**src/rtl/prog_loader_pkg.sv**
```systemverilog
// prog_loader_pkg
//   Shared definitions for the instruction-memory loader: FSM state encoding
//   (3-bit) and default geometry of the instruction memory.
//   Optional feature macro: LOADER_CHECKSUM_EN (see prog_loader.sv).
package prog_loader_pkg;

    // Default instruction word width and instruction memory address width.
    localparam int unsigned LD_IW_DEF  = 8;
    localparam int unsigned LD_IMW_DEF = 4;

    typedef enum logic [2:0] {
        LD_IDLE = 3'd0,
        LD_LEN  = 3'd1,
        LD_DATA = 3'd2,
        LD_CSUM = 3'd3,
        LD_DONE = 3'd4,
        LD_ERR  = 3'd5
    } ld_state_t;

    // Capacity of the instruction memory in words for a given address width.
    function automatic int unsigned ld_capacity(input int unsigned imw);
        return 32'd1 << imw;
    endfunction

endpackage

```
**src/rtl/prog_loader.sv**
```systemverilog
// prog_loader
//   Writer side of the core's instruction memory. Receives a program image as
//   a byte stream (valid/ready): a length byte N, N data bytes and, when
//   LOADER_CHECKSUM_EN is defined, one trailing XOR checksum byte. Each data
//   byte is written to instruction memory at consecutive addresses starting at
//   0; after a good frame core_start is raised and held until clear.
//
//   Optional feature macro: LOADER_CHECKSUM_EN
//     defined   : CSUM state present, trailing byte must equal XOR of data.
//     undefined : DATA goes straight to DONE after the Nth byte.
//
// Ports
//   clk        in   1    system clock, rising edge
//   rst_n      in   1    asynchronous active-low reset
//   in_data    in   IW   stream byte
//   in_valid   in   1    in_data valid
//   in_ready   out  1    loader accepts a byte (state-decoded only)
//   clear      in   1    synchronous return to IDLE from DONE/ERROR
//   imem_we    out  1    instruction memory write strobe (one-cycle pulse)
//   imem_addr  out  IMW  write address
//   imem_wdata out  IW   write data
//   core_start out  1    level; high = core runs
//   error      out  1    sticky load failure
module prog_loader
    import prog_loader_pkg::*;
#(
    parameter int unsigned IW  = LD_IW_DEF,
    parameter int unsigned IMW = LD_IMW_DEF
) (
    input  logic           clk,
    input  logic           rst_n,
    input  logic [IW-1:0]  in_data,
    input  logic           in_valid,
    output logic           in_ready,
    input  logic           clear,
    output logic           imem_we,
    output logic [IMW-1:0] imem_addr,
    output logic [IW-1:0]  imem_wdata,
    output logic           core_start,
    output logic           error
);

    localparam int unsigned CAP = ld_capacity(IMW);

    ld_state_t      state;
    logic [IW-1:0]  count;   // data bytes still expected
    logic [IMW-1:0] ptr;     // next write address; wraps after a full image
`ifdef LOADER_CHECKSUM_EN
    logic [IW-1:0]  csum;    // running XOR of accepted data bytes
`endif

    logic xfer;
    logic len_bad;
    logic last_byte;

    // Ready depends on state alone so the host may hold in_valid freely.
    assign in_ready  = (state == LD_LEN) || (state == LD_DATA) || (state == LD_CSUM);
    assign xfer      = in_valid & in_ready;

    // Length compared at full byte width so N > capacity is never truncated.
    assign len_bad   = (in_data == '0) || (32'(in_data) > CAP);
    assign last_byte = (count == IW'(1));

    always_ff @(posedge clk or negedge rst_n) begin
        if (!rst_n) begin
            state      <= LD_IDLE;
            imem_we    <= 1'b0;
            imem_addr  <= '0;
            imem_wdata <= '0;
            core_start <= 1'b0;
            error      <= 1'b0;
            count      <= '0;
            ptr        <= '0;
`ifdef LOADER_CHECKSUM_EN
            csum       <= '0;
`endif
        end else begin
            imem_we <= 1'b0;
            case (state)
                LD_IDLE: begin
                    state <= LD_LEN;
                end

                LD_LEN: begin
                    if (xfer) begin
                        if (len_bad) begin
                            state <= LD_ERR;
                            error <= 1'b1;
                        end else begin
                            count <= in_data;
                            ptr   <= '0;
`ifdef LOADER_CHECKSUM_EN
                            csum  <= '0;
`endif
                            state <= LD_DATA;
                        end
                    end
                end

                LD_DATA: begin
                    if (xfer) begin
                        imem_we    <= 1'b1;
                        imem_addr  <= ptr;
                        imem_wdata <= in_data;
                        ptr        <= ptr + 1'b1;
                        count      <= count - 1'b1;
`ifdef LOADER_CHECKSUM_EN
                        csum       <= csum ^ in_data;
                        if (last_byte) begin
                            state <= LD_CSUM;
                        end
`else
                        if (last_byte) begin
                            state      <= LD_DONE;
                            core_start <= 1'b1;
                        end
`endif
                    end
                end

`ifdef LOADER_CHECKSUM_EN
                LD_CSUM: begin
                    if (xfer) begin
                        if (in_data == csum) begin
                            state      <= LD_DONE;
                            core_start <= 1'b1;
                        end else begin
                            state <= LD_ERR;
                            error <= 1'b1;
                        end
                    end
                end
`endif

                LD_DONE: begin
                    if (clear) begin
                        state      <= LD_IDLE;
                        core_start <= 1'b0;
                    end
                end

                LD_ERR: begin
                    core_start <= 1'b0;
                    if (clear) begin
                        state <= LD_IDLE;
                        error <= 1'b0;
                    end
                end

                default: begin
                    state <= LD_IDLE;
                end
            endcase
        end
    end

endmodule

```
**config.mk**
```make
export PLATFORM = sky130hd
export DESIGN_NAME = prog_loader
export DESIGN_NICKNAME = d
export VERILOG_FILES = /design/src/rtl/prog_loader_pkg.sv /design/src/rtl/prog_loader.sv
export SDC_FILE = /design/constraint.sdc
export NUM_CORES = 1
export LEC_CHECK = 0
export CORE_MARGIN = 2
export CORE_UTILIZATION = 40
export DETAILED_ROUTE_END_ITERATION = 12
export MAX_ROUTING_LAYER = met4
export PLACE_DENSITY = 0.72
export SYNTH_ARGS = -nofsm -noshare
export SYNTH_HDL_FRONTEND = slang
export SYNTH_SLANG_ARGS = --single-unit
```
**constraint.sdc**
```tcl
create_clock -name clk -period 1.75 [get_ports clk]
set_input_delay 0.35 -clock clk [delete_from_list [all_inputs] [get_ports clk]]
set_output_delay 0.35 -clock clk [all_outputs]
set_load 0.01 [all_outputs]
```
==> impl_metrics.env, run 1 <==
export IMPL_min_period_ps=1690
export IMPL_grt_pass1_wl_mm=6.60
export IMPL_post_synth_cell_area_avg_um2=9.28
export IMPL_num_io_pins=28
export IMPL_drc=0
export IMPL_clk_root_buffer_cell="clkbuf_8"
export IMPL_syn_num_nets=180
export IMPL_p_leak_uw=0.00106
export IMPL_r2r_cells=6
export IMPL_hold_path_depth=3
export IMPL_period_share=0.967
export IMPL_final_cell_area_um2=2210
export IMPL_grt_use_met2=0.343
export IMPL_ys_seq_elements=30
export IMPL_holdCritPathClass="in2reg"
export IMPL_nets=232
export IMPL_route_final_wire_length_mm=3.98
export IMPL_vias_per_cell=5.20
export IMPL_yosys_top_cells_count="43 x nand2_1, 30 x dfrtp_1, 10 x nor2_1"
export IMPL_clk_latency_ps=290
export IMPL_dp_hpwl_mm=2.78
export IMPL_worstPathMaxFanout=6
export IMPL_fin_skew_ps=9.26
export IMPL_ant_nets=0
export IMPL_placed_cell_area_um2=2000
export IMPL_syn_area_um2=1530
export IMPL_area_growth_pct=44.4
export IMPL_cp_arrival_ps=1860
export IMPL_diodes=0
export IMPL_async_flop_share=1.00
export IMPL_gp_congestion=0.834
export IMPL_rsz0062_at_grt="false"
export IMPL_clockBufferDepth=2
export IMPL_status="complete, no violations"
export IMPL_tightestPinTransition_ps=385
export IMPL_fp_dieW_um=65.9
export IMPL_yosysMostFrequentCell="nand2_1"
export IMPL_use_met1=0.251
export IMPL_finalWorstSetupSlack_ps=58.2
export IMPL_netlist_instances=165
export IMPL_yosysUniqueCellTypes=44
export IMPL_ir_worst_vdd_v=0.00108
export IMPL_placementRows=22
export IMPL_ys_warn_count=0
export IMPL_cts_sinks=30
export IMPL_max_freq_mhz=591
export IMPL_grt_max_degree=31
export IMPL_busiest_layer="met2"
export IMPL_whs_ps=426
export IMPL_drive_gt1_frac=0.220
export IMPL_max_slew_margin=0.743
export IMPL_synth_edf_count=0
export IMPL_first_pass_iters=4
export IMPL_final_core_util=0.604
export IMPL_synthTopCellsByArea="dfrtp_1 49%, nand2_1 11%, ha_1 2.5%"
export IMPL_worstHoldStart="in_data[7]"
export IMPL_grt_usage=0.211
export IMPL_seq_area_frac_synth=0.490
export IMPL_start_util=0.418
export IMPL_min_to="imem_wdata[7]"
export IMPL_synth_main_ff_cell="dfrtp_1"
export IMPL_powerDensity_nw_per_um2=1160
export IMPL_timing_rr_start="state[0]"
export IMPL_drt_iter0_drc=58
export IMPL_place_ws_ps=-475
export IMPL_globalRouteOverflowTotal=0
export IMPL_io_buffers=27
export IMPL_routedWlPerCell_um=15.0
export IMPL_grt_pass1_vias=1419
export IMPL_startpoint_type="input pin"
export IMPL_grt_use_met3=0.0579
export IMPL_grt_antenna_before_repair=0
export IMPL_netlist_area_leader_share=0.490
export IMPL_cts_hold_repair_buffers=0
export IMPL_worstSetupEndpointType="register"
export IMPL_dieArea_um2=4340
export IMPL_vias=1382
export IMPL_synth_area_leader_cell="dfrtp_1"
export IMPL_r2r_end="ptr[2]"
export IMPL_slew_viol_final=0
export IMPL_maxCapViolations=0
export IMPL_rrSetupSlack_ps=120
export IMPL_setup_violations=0
export IMPL_clk_pin_slew_ps=70
export IMPL_dieHeight_um=65.9
export IMPL_finalHoldViolCount=0
export IMPL_crit_type="in2reg"
export IMPL_htreeDepth=2
export IMPL_power_uw=2570
export IMPL_cts_tree="yes"
export IMPL_worstPathRequired_ps=1920
export IMPL_cts_buffers=5
export IMPL_core_um2=3660
-- cell families after synthesis --
family	Yosys count	share of synthesized area
muxes	4	0.0278
buffers and inverters	15	0.0417
DFF	30	0.490
xor gates and xnor gates	3	0.0172
AOI/OAI and AO/OA	29	0.133
and+or+nand+nor	81	0.266
adders and majority gates	3	0.0245
-- worst max-delay path: stages --
cell	delay, ps
dlygate4sd2_1	290
nor4_4	390
mux2i_4	390
nor2_1	100
a221o_1	340
-- layout by cell type (no fill, tap or decap), types with 2 or more instances in the layout --
cell type        Yosys  final
clkdlybuf4s50_1      0     18
ha_1                 3      3
dlygate4sd2_1        0      7
dlymetal6s2s_1       0      2
dfrtp_1             30     29
nor3b_1              2      2
nand3_1              6      6
nor2_1              10     10
bufinv_16            0      2
o21ai_0              7      7
inv_1                7      7
mux2_2               1      2
xor2_1               3      3
nor4_4               1      2
or2_4                0      2
a21oi_1              2      2
buf_4                0     25
clkbuf_8             0      6
o21ai_1              5      4
nor3_1               7      6
nand2_1             43     43
nand4_1              2      2
-- flip-flops by register name (all words and copies together) (netlist names) --
| name | flops |
|---|---|
| error | 1 |
| imem_addr | 4 |
| imem_wdata | 8 |
| ptr | 4 |
| imem_we | 1 |
| state | 3 |
| core_start | 1 |
| count | 8 |
-- cell type report --
| class | instances | area (um^2) |
|---|---|---|
| Clock inverter | 2 | 60.1 |
| Clock buffer | 6 | 82.6 |
| Timing Repair Buffer | 52 | 454 |
| Tap cell | 48 | 60.1 |
| Fill cell | 306 | 1450 |
| Multi-Input combinational cell | 120 | 773 |
| Inverter | 8 | 30.0 |
| Sequential cell | 30 | 752 |
-- routing by layer --
layer  share of wire  up-vias
li1                -      676
met1            0.45      666
met2            0.50       33
met3           0.035        7
met4           0.014        0
met5               0        -
-- power breakdown --
group	internal [uW]	switching (uW)	leakage [uW]
Combinational	371	375	0.000591
Sequential	817	133	0.000396
Clock	607	269	0.0000714
Total	1800	777	0.00106
-- what timing repair did --
action,CTS,global route
gates resized for setup,16,4
setup buffers,2,0
endpoints found under the hold margin,0,0
endpoints found under the setup margin,13,9
pin swaps,3,1
-- through the flow --
step                setup TNS, ps  instances
finish                          0        266
floorplan                       0        165
global placement            -4510        256
global route                    0        266
CTS                             0        266
detailed placement          -5660        256
-- how the worst max path moves through the flow --
stage	slack (ps)	from	to
2_1_floorplan	80	in_data[0]	count[2]
4_1_cts	1	in_data[7]	count[4]
6_report	60	in_data[3]	count[2]
3_5_place_dp	-470	in_data[7]	count[4]
3_3_place_gp	-370	in_data[0]	count[0]
5_1_grt	20	in_data[3]	state[0]
Note: power is estimated with default switching activity, not from simulation.
==> run 2: changes to the inputs <==
--- a/config.mk
+++ b/config.mk
@@ -5,11 +5,13 @@
 export SDC_FILE = /design/constraint.sdc
 export NUM_CORES = 1
 export LEC_CHECK = 0
-export CORE_MARGIN = 2
-export CORE_UTILIZATION = 40
+export ABC_AREA = 1
+export CELL_PAD_IN_SITES_DETAIL_PLACEMENT = 1
+export CELL_PAD_IN_SITES_GLOBAL_PLACEMENT = 1
+export CORE_UTILIZATION = 38
 export DETAILED_ROUTE_END_ITERATION = 12
 export MAX_ROUTING_LAYER = met4
-export PLACE_DENSITY = 0.72
+export PLACE_DENSITY = 0.86
 export SYNTH_ARGS = -nofsm -noshare
 export SYNTH_HDL_FRONTEND = slang
 export SYNTH_SLANG_ARGS = --single-unit
==> run 2 against run 1 <==
Fmax is 4.0% higher. First-iteration DRC count is 76% higher. Die area is 8.4% higher. Global-route usage is 2.4 points higher. Count of clock-buffer cells in the layout stayed put. Sequential cell count stayed put. Setup slack better by 65 ps. Cell area is 0.23% lower. Critical path depth is 3 higher. Largest cell class unchanged. Largest power group is now combinational logic.
==> impl_metrics.env, run 2 <==
export IMPL_fin_skew_ps=6.85
export IMPL_crit_path_top_delay_cell="dfrtp_2"
export IMPL_area_growth_pct=31.0
export IMPL_netlist_instances=222
export IMPL_crit_type="reg2reg"
export IMPL_finalHoldViolCount=0
export IMPL_clk_pin_slew_ps=70
export IMPL_fp_dieW_um=68.6
export IMPL_gp_congestion=0.827
export IMPL_status="complete, no violations"
export IMPL_routedWlPerCell_um=14.5
export IMPL_synthTopCellsByArea="dfrtp_1 45%, nand2_1 15%, nand3_1 7.1%"
export IMPL_grt_usage=0.235
export IMPL_worstSetupEndpointType="register"
export IMPL_cts_sinks=30
export IMPL_ant_nets=0
export IMPL_largestRegisters="count: 8 flops, imem_wdata: 8 flops"
export IMPL_ys_warn_count=0
export IMPL_syn_area_um2=1690
export IMPL_synth_main_ff_cell="dfrtp_1"
export IMPL_first_pass_iters=4
export IMPL_clk_root_buffer_cell="clkbuf_8"
export IMPL_grt_pass1_wl_mm=7.65
export IMPL_max_slew_margin=0.732
export IMPL_synth_edf_count=0
export IMPL_vias=1603
export IMPL_nFillCells=532
export IMPL_finalWorstSetupSlack_ps=123
export IMPL_core_um2=4120
export IMPL_drive_gt1_frac=0.208
export IMPL_grt_antenna_before_repair=0
export IMPL_maxCapViolations=0
export IMPL_max_freq_mhz=615
export IMPL_synth_area_leader_cell="dfrtp_1"
export IMPL_p_seq_frac=0.395
export IMPL_cp_arrival_ps=1860
export IMPL_endpoint="ptr[0]"
export IMPL_crit_chain="buf_4 -> nor3_2 -> inv_2 -> nor2_2 -> inv_2 -> nor2_1 -> inv_1 -> nand2_1"
export IMPL_drc=0
export IMPL_yosys_top_cells_count="69 x nand2_1, 30 x dfrtp_1, 24 x nand3_1"
export IMPL_placementRows=23
export IMPL_r2r_cells=8
export IMPL_seq_area_frac_synth=0.445
export IMPL_nets=283
export IMPL_yosysMostFrequentCell="nand2_1"
export IMPL_rsz0062_at_grt="false"
export IMPL_cts_hold_repair_buffers=0
export IMPL_startpoint_type="register"
export IMPL_internal_power_uw=1830
export IMPL_clk_latency_ps=290
export IMPL_htreeDepth=2
export IMPL_netlist_area_leader_share=0.445
export IMPL_grt_use_met2=0.409
export IMPL_clockBufferDepth=2
export IMPL_drt_iter0_drc=102
export IMPL_diodes=0
export IMPL_yosysUniqueCellTypes=23
export IMPL_cts_buffers=5
export IMPL_grt_pass1_vias=1706
export IMPL_globalRouteOverflowTotal=0
export IMPL_place_ws_ps=-70.3
export IMPL_p_switching_uw=1220
export IMPL_final_common_cell="nand2_1"
export IMPL_whs_ps=444
export IMPL_start_util=0.410
export IMPL_dieHeight_um=68.6
export IMPL_max_stage_delay_ps=410
export IMPL_slew_viol_final=0
export IMPL_comb_power_share=0.408
export IMPL_r2r_end="ptr[0]"
export IMPL_cts_tree="yes"
export IMPL_tns_ps=0
export IMPL_busiest_layer="met2"
export IMPL_io_buffers=27
export IMPL_startpoint="state[0]"
export IMPL_layout_common_cells="69 x nand2_1, 29 x dfrtp_1, 26 x clkdlybuf4s50_1"
export IMPL_dieArea_um2=4710
export IMPL_timing_rr_start="state[0]"
export IMPL_grt_use_met3=0.0411
export IMPL_min_period_ps=1630
export IMPL_grt_max_degree=31
export IMPL_holdCritPathClass="in2async"
export IMPL_worstPathRequired_ps=1990
export IMPL_worstPathMaxFanout=17
export IMPL_dp_hpwl_mm=3.53
export IMPL_clkPwrFrac=0.197
export IMPL_p_sw_frac=0.401
export IMPL_final_core_util=0.536
export IMPL_async_flop_share=1.00
export IMPL_cp_common_cell="inv_2"
export IMPL_vias_per_cell=5.03
export IMPL_powerDensity_nw_per_um2=1380
export IMPL_setup_violations=0
export IMPL_ir_worst_vdd_v=0.000630
export IMPL_tightestPinTransition_ps=402
export IMPL_syn_num_nets=237
export IMPL_p_leak_uw=0.00114
export IMPL_num_io_pins=28
export IMPL_multi_input_area_um2=803
export IMPL_post_synth_cell_area_avg_um2=7.59
export IMPL_register_area_um2=752
export IMPL_period_share=0.930
export IMPL_route_final_wire_length_mm=4.64
export IMPL_use_met1=0.258
export IMPL_ys_seq_elements=30
export IMPL_rrSetupSlack_ps=120
## run 2: cell count changes in the layout (fill, tap and decap cells not counted), moves of 8 or more
cell             previous run  this run
nand2_1                    43        69
clkdlybuf4s50_1            18        26
nor2_1                     10        20
inv_1                       7        19
nand2_2                     0        17
nand3_1                     6        24
## run 2: kinds of logic after synthesis
logic type                 Yosys count  synth area share
AOI/OAI and AO/OA                   19            0.0572
xor gates and xnor gates             1           0.00520
adders and majority gates            3            0.0223
buffers and inverters               30            0.0779
DFF                                 30             0.445
and+or+nand+nor                    139             0.392
## run 2: layout make-up
cell class | instances | area share
inverters | 24 | 0.0408
flip-flops and latches | 30 | 0.341
clock buffers | 6 | 0.0374
multi-input cells | 162 | 0.364
clock inverters | 2 | 0.00567
repair buffers | 45 | 0.183
well taps | 50 | 0.0283
## run 2: power groups by stage
stage	combinational, uW	clock [uW]	sequential (uW)
final	1240	602	1210
after global routing	1410	641	1240
after CTS	1260	613	1200
after detailed placement	1220	0	1230
after global placement	1160	0	1210
after floorplan	671	0	1210
## run 2: metal layers
metal  vias up  part of all wire  wire length, um
li1        784                 -                -
met1       777              0.44             2020
met2        33              0.51             2370
met3         9             0.035              161
met4         0             0.018               82
met5         -                 0                0
## run 2: per-stage QoR
stage                     cells  instance area [um^2]  power (uW)
after global routing        319                  2210        3300
after global placement      310                  2100        2370
final                       319                  2210        3050
after floorplan             222                  1690        1880
after detailed placement    310                  2100        2450
after CTS                   319                  2210        3070
## run 2: worst min-delay path by stage
stage | endpoint | slack [ps] | depth (start not counted) | from
after floorplan | core_start | 50 | 0 | rst_n
after global placement | imem_addr[2] | 450 | 2 | imem_addr[2]
after detailed placement | imem_addr[1] | 470 | 2 | imem_addr[1]
after CTS | ptr[2] | 470 | 2 | rst_n
after global routing | imem_wdata[3] | 490 | 2 | rst_n
final | imem_wdata[3] | 440 | 2 | rst_n
## run 2: worst max-delay path: cells and delay by family, from the launching register on
| kind | cells | cell delay (ps) |
|---|---|---|
| AND/OR/NAND/NOR | 4 | 620 |
| buffers and inverters | 4 | 550 |
| flip-flops | 1 | 410 |
## run 2: what timing repair did
| item | 4_1_cts | 5_1_grt |
|---|---|---|
| endpoints found under the hold margin | 0 | 0 |
| setup buffers | 1 | 0 |
| setup endpoints to repair | 1 | 0 |
| gates resized for setup | 2 | 0 |
==> run 3: changes to the inputs <==
--- a/config.mk
+++ b/config.mk
@@ -7,11 +7,12 @@
 export LEC_CHECK = 0
 export ABC_AREA = 1
 export CELL_PAD_IN_SITES_DETAIL_PLACEMENT = 1
-export CELL_PAD_IN_SITES_GLOBAL_PLACEMENT = 1
-export CORE_UTILIZATION = 38
+export CELL_PAD_IN_SITES_GLOBAL_PLACEMENT = 2
+export CORE_UTILIZATION = 30
 export DETAILED_ROUTE_END_ITERATION = 12
 export MAX_ROUTING_LAYER = met4
-export PLACE_DENSITY = 0.86
+export PLACE_DENSITY = 0.87
+export SLEW_MARGIN = 20
 export SYNTH_ARGS = -nofsm -noshare
 export SYNTH_HDL_FRONTEND = slang
 export SYNTH_SLANG_ARGS = --single-unit
==> run 3 against run 2 <==
Setup slack improved by 95 ps. Die area rose by 26%. Critical path depth fell by 7. Critical endpoint is now imem_wdata[5]. Largest cell class unchanged. Largest power group is now registers.
==> impl_metrics.env, run 3 (same netlist as run 2, synthesis figures left out) <==
export IMPL_status="complete, no violations"
export IMPL_final_common_cell="nand2_1"
export IMPL_hold_path_depth=2
export IMPL_drt_iter0_drc=61
export IMPL_gp_congestion=0.709
export IMPL_io_buffers=27
export IMPL_area_growth_pct=31.7
export IMPL_first_pass_iters=4
export IMPL_whs_ps=472
export IMPL_min_period_ps=1530
export IMPL_dieArea_um2=5920
export IMPL_multi_input_area_um2=803
export IMPL_layout_common_cells="69 x nand2_1, 29 x dfrtp_1, 26 x clkdlybuf4s50_1"
export IMPL_post_cts_buffers=0
export IMPL_place_inst=327
export IMPL_max_slew_margin=0.732
export IMPL_grt_usage=0.171
export IMPL_clk_latency_ps=280
export IMPL_min_to="imem_addr[2]"
export IMPL_crit_type="reg2out"
export IMPL_r2r_end="count[2]"
export IMPL_cp_arrival_ps=1180
export IMPL_worstPathRequired_ps=1400
export IMPL_p_leak_uw=0.00113
export IMPL_globalRouteOverflowTotal=0
export IMPL_rsz0062_at_grt="false"
export IMPL_finalWorstSetupSlack_ps=218
export IMPL_worstHoldStart="imem_addr[2]"
export IMPL_ant_nets=0
export IMPL_clk_root_buffer_cell="clkbuf_8"
export IMPL_grt_max_degree=31
export IMPL_dieHeight_um=77.0
export IMPL_crit_path_top_delay_cell="clkdlybuf4s50_1"
export IMPL_fin_skew_ps=3.93
export IMPL_busiest_layer="met2"
export IMPL_register_area_um2=752
export IMPL_cts_buffers=5
export IMPL_startpoint_type="register"
export IMPL_clk_pin_slew_ps=70
export IMPL_r2r_cells=8
export IMPL_start_util=0.320
export IMPL_ir_worst_vdd_v=0.000525
export IMPL_grt_antenna_before_repair=0
export IMPL_powerDensity_nw_per_um2=1410
export IMPL_grt_use_met2=0.273
export IMPL_num_io_pins=28
export IMPL_placementRows=26
export IMPL_timing_rr_start="count[0]"
export IMPL_nets=279
export IMPL_largestRegisters="count: 8 flops, imem_wdata: 8 flops"
export IMPL_nFillCells=669
export IMPL_cp_top_family="buffers and inverters"
export IMPL_vias=1556
export IMPL_cts_tree="yes"
export IMPL_slew_viol_final=0
export IMPL_period_share=0.875
export IMPL_setup_violations=0
export IMPL_use_met1=0.210
export IMPL_max_freq_mhz=653
export IMPL_crit_chain="clkdlybuf4s50_1"
export IMPL_worstSetupEndpointType="output pin"
export IMPL_stdcell_count=334
export IMPL_grt_pass1_vias=1609
export IMPL_vias_per_cell=4.66
export IMPL_final_core_util=0.421
export IMPL_diodes=0
export IMPL_fp_dieW_um=77.0
export IMPL_rrSetupSlack_ps=280
export IMPL_htreeDepth=2
export IMPL_place_ws_ps=-52.1
export IMPL_clockBufferDepth=2
export IMPL_cts_sinks=30
export IMPL_worstPathMaxFanout=2
export IMPL_path_depth=1
export IMPL_max_stage_delay_ps=540
export IMPL_tightestPinTransition_ps=402
export IMPL_grt_pass1_wl_mm=7.62
export IMPL_drc=0
export IMPL_route_final_wire_length_mm=4.42
export IMPL_grt_use_met3=0.0345
export IMPL_holdCritPathClass="reg2reg"
export IMPL_dp_hpwl_mm=3.37
export IMPL_core_um2=5270
export IMPL_finalHoldViolCount=0
export IMPL_cts_hold_repair_buffers=0
export IMPL_cp_buffers_inverters=1
export IMPL_routedWlPerCell_um=13.2
export IMPL_drive_gt1_frac=0.193
export IMPL_maxCapViolations=0
==> run 3: cell types whose count changed in the layout (fill, tap and decap cells not counted) <==
| cell | change |
|---|---|
| clkinv_2 | -1 |
| clkinvlp_4 | -1 |
| buf_4 | -4 |
| bufinv_16 | +1 |
==> run 3: area by class of cell <==
class,count,share of cell area
multi-input combinational,162,0.362
clock inverter,1,0.0135
sequential,30,0.339
clock buffer,6,0.0372
timing repair buffer,41,0.169
tap,70,0.0395
inverter,24,0.0406
==> run 3: per-stage QoR <==
stage / setup TNS, ps / power (uW) / cell area (um^2)
floorplan: 0 / 1880 / 1690
global placement: -142 / 2390 / 2110
detailed placement: -483 / 2440 / 2110
CTS: 0 / 3180 / 2220
global route: 0 / 3370 / 2220
finish: 0 / 3130 / 2220
==> run 3: tightest hold or removal path, stage by stage, from the launching register on <==
cell	delay, ps
dfrtp_1	340
nand2_1	50
nand2_1	50
==> run 3: repair_timing <==
| item | CTS | global route |
|---|---|---|
| setup endpoints to repair | 1 | 0 |
| gates resized for setup | 2 | 0 |
| hold endpoints to repair | 0 | 0 |
==> run 3: power breakdown <==
| part | total, uW | switching, uW | leakage, uW | internal [uW] |
|---|---|---|---|---|
| clock network | 714 | 259 | 0.0000573 | 455 |
| logic | 1210 | 654 | 0.000692 | 551 |
| registers | 1220 | 269 | 0.000379 | 946 |
==> run 3: worst max-delay path by stage <==
stage | from | slack [ps] | end
2_1_floorplan | state[2] | 420 | count[4]
3_3_place_gp | in_data[1] | -20 | count[7]
3_5_place_dp | in_data[0] | -50 | count[5]
4_1_cts | imem_addr[0] | 200 | imem_addr[0]
5_1_grt | in_data[0] | 110 | count[5]
6_report | imem_wdata[5] | 220 | imem_wdata[5]
==> run 3: routing by layer <==
layer / vias up / wire length, um
met5: - / 0
met4: 0 / 127
li1: 775 / -
met2: 34 / 2110
met1: 736 / 2030
met3: 11 / 150
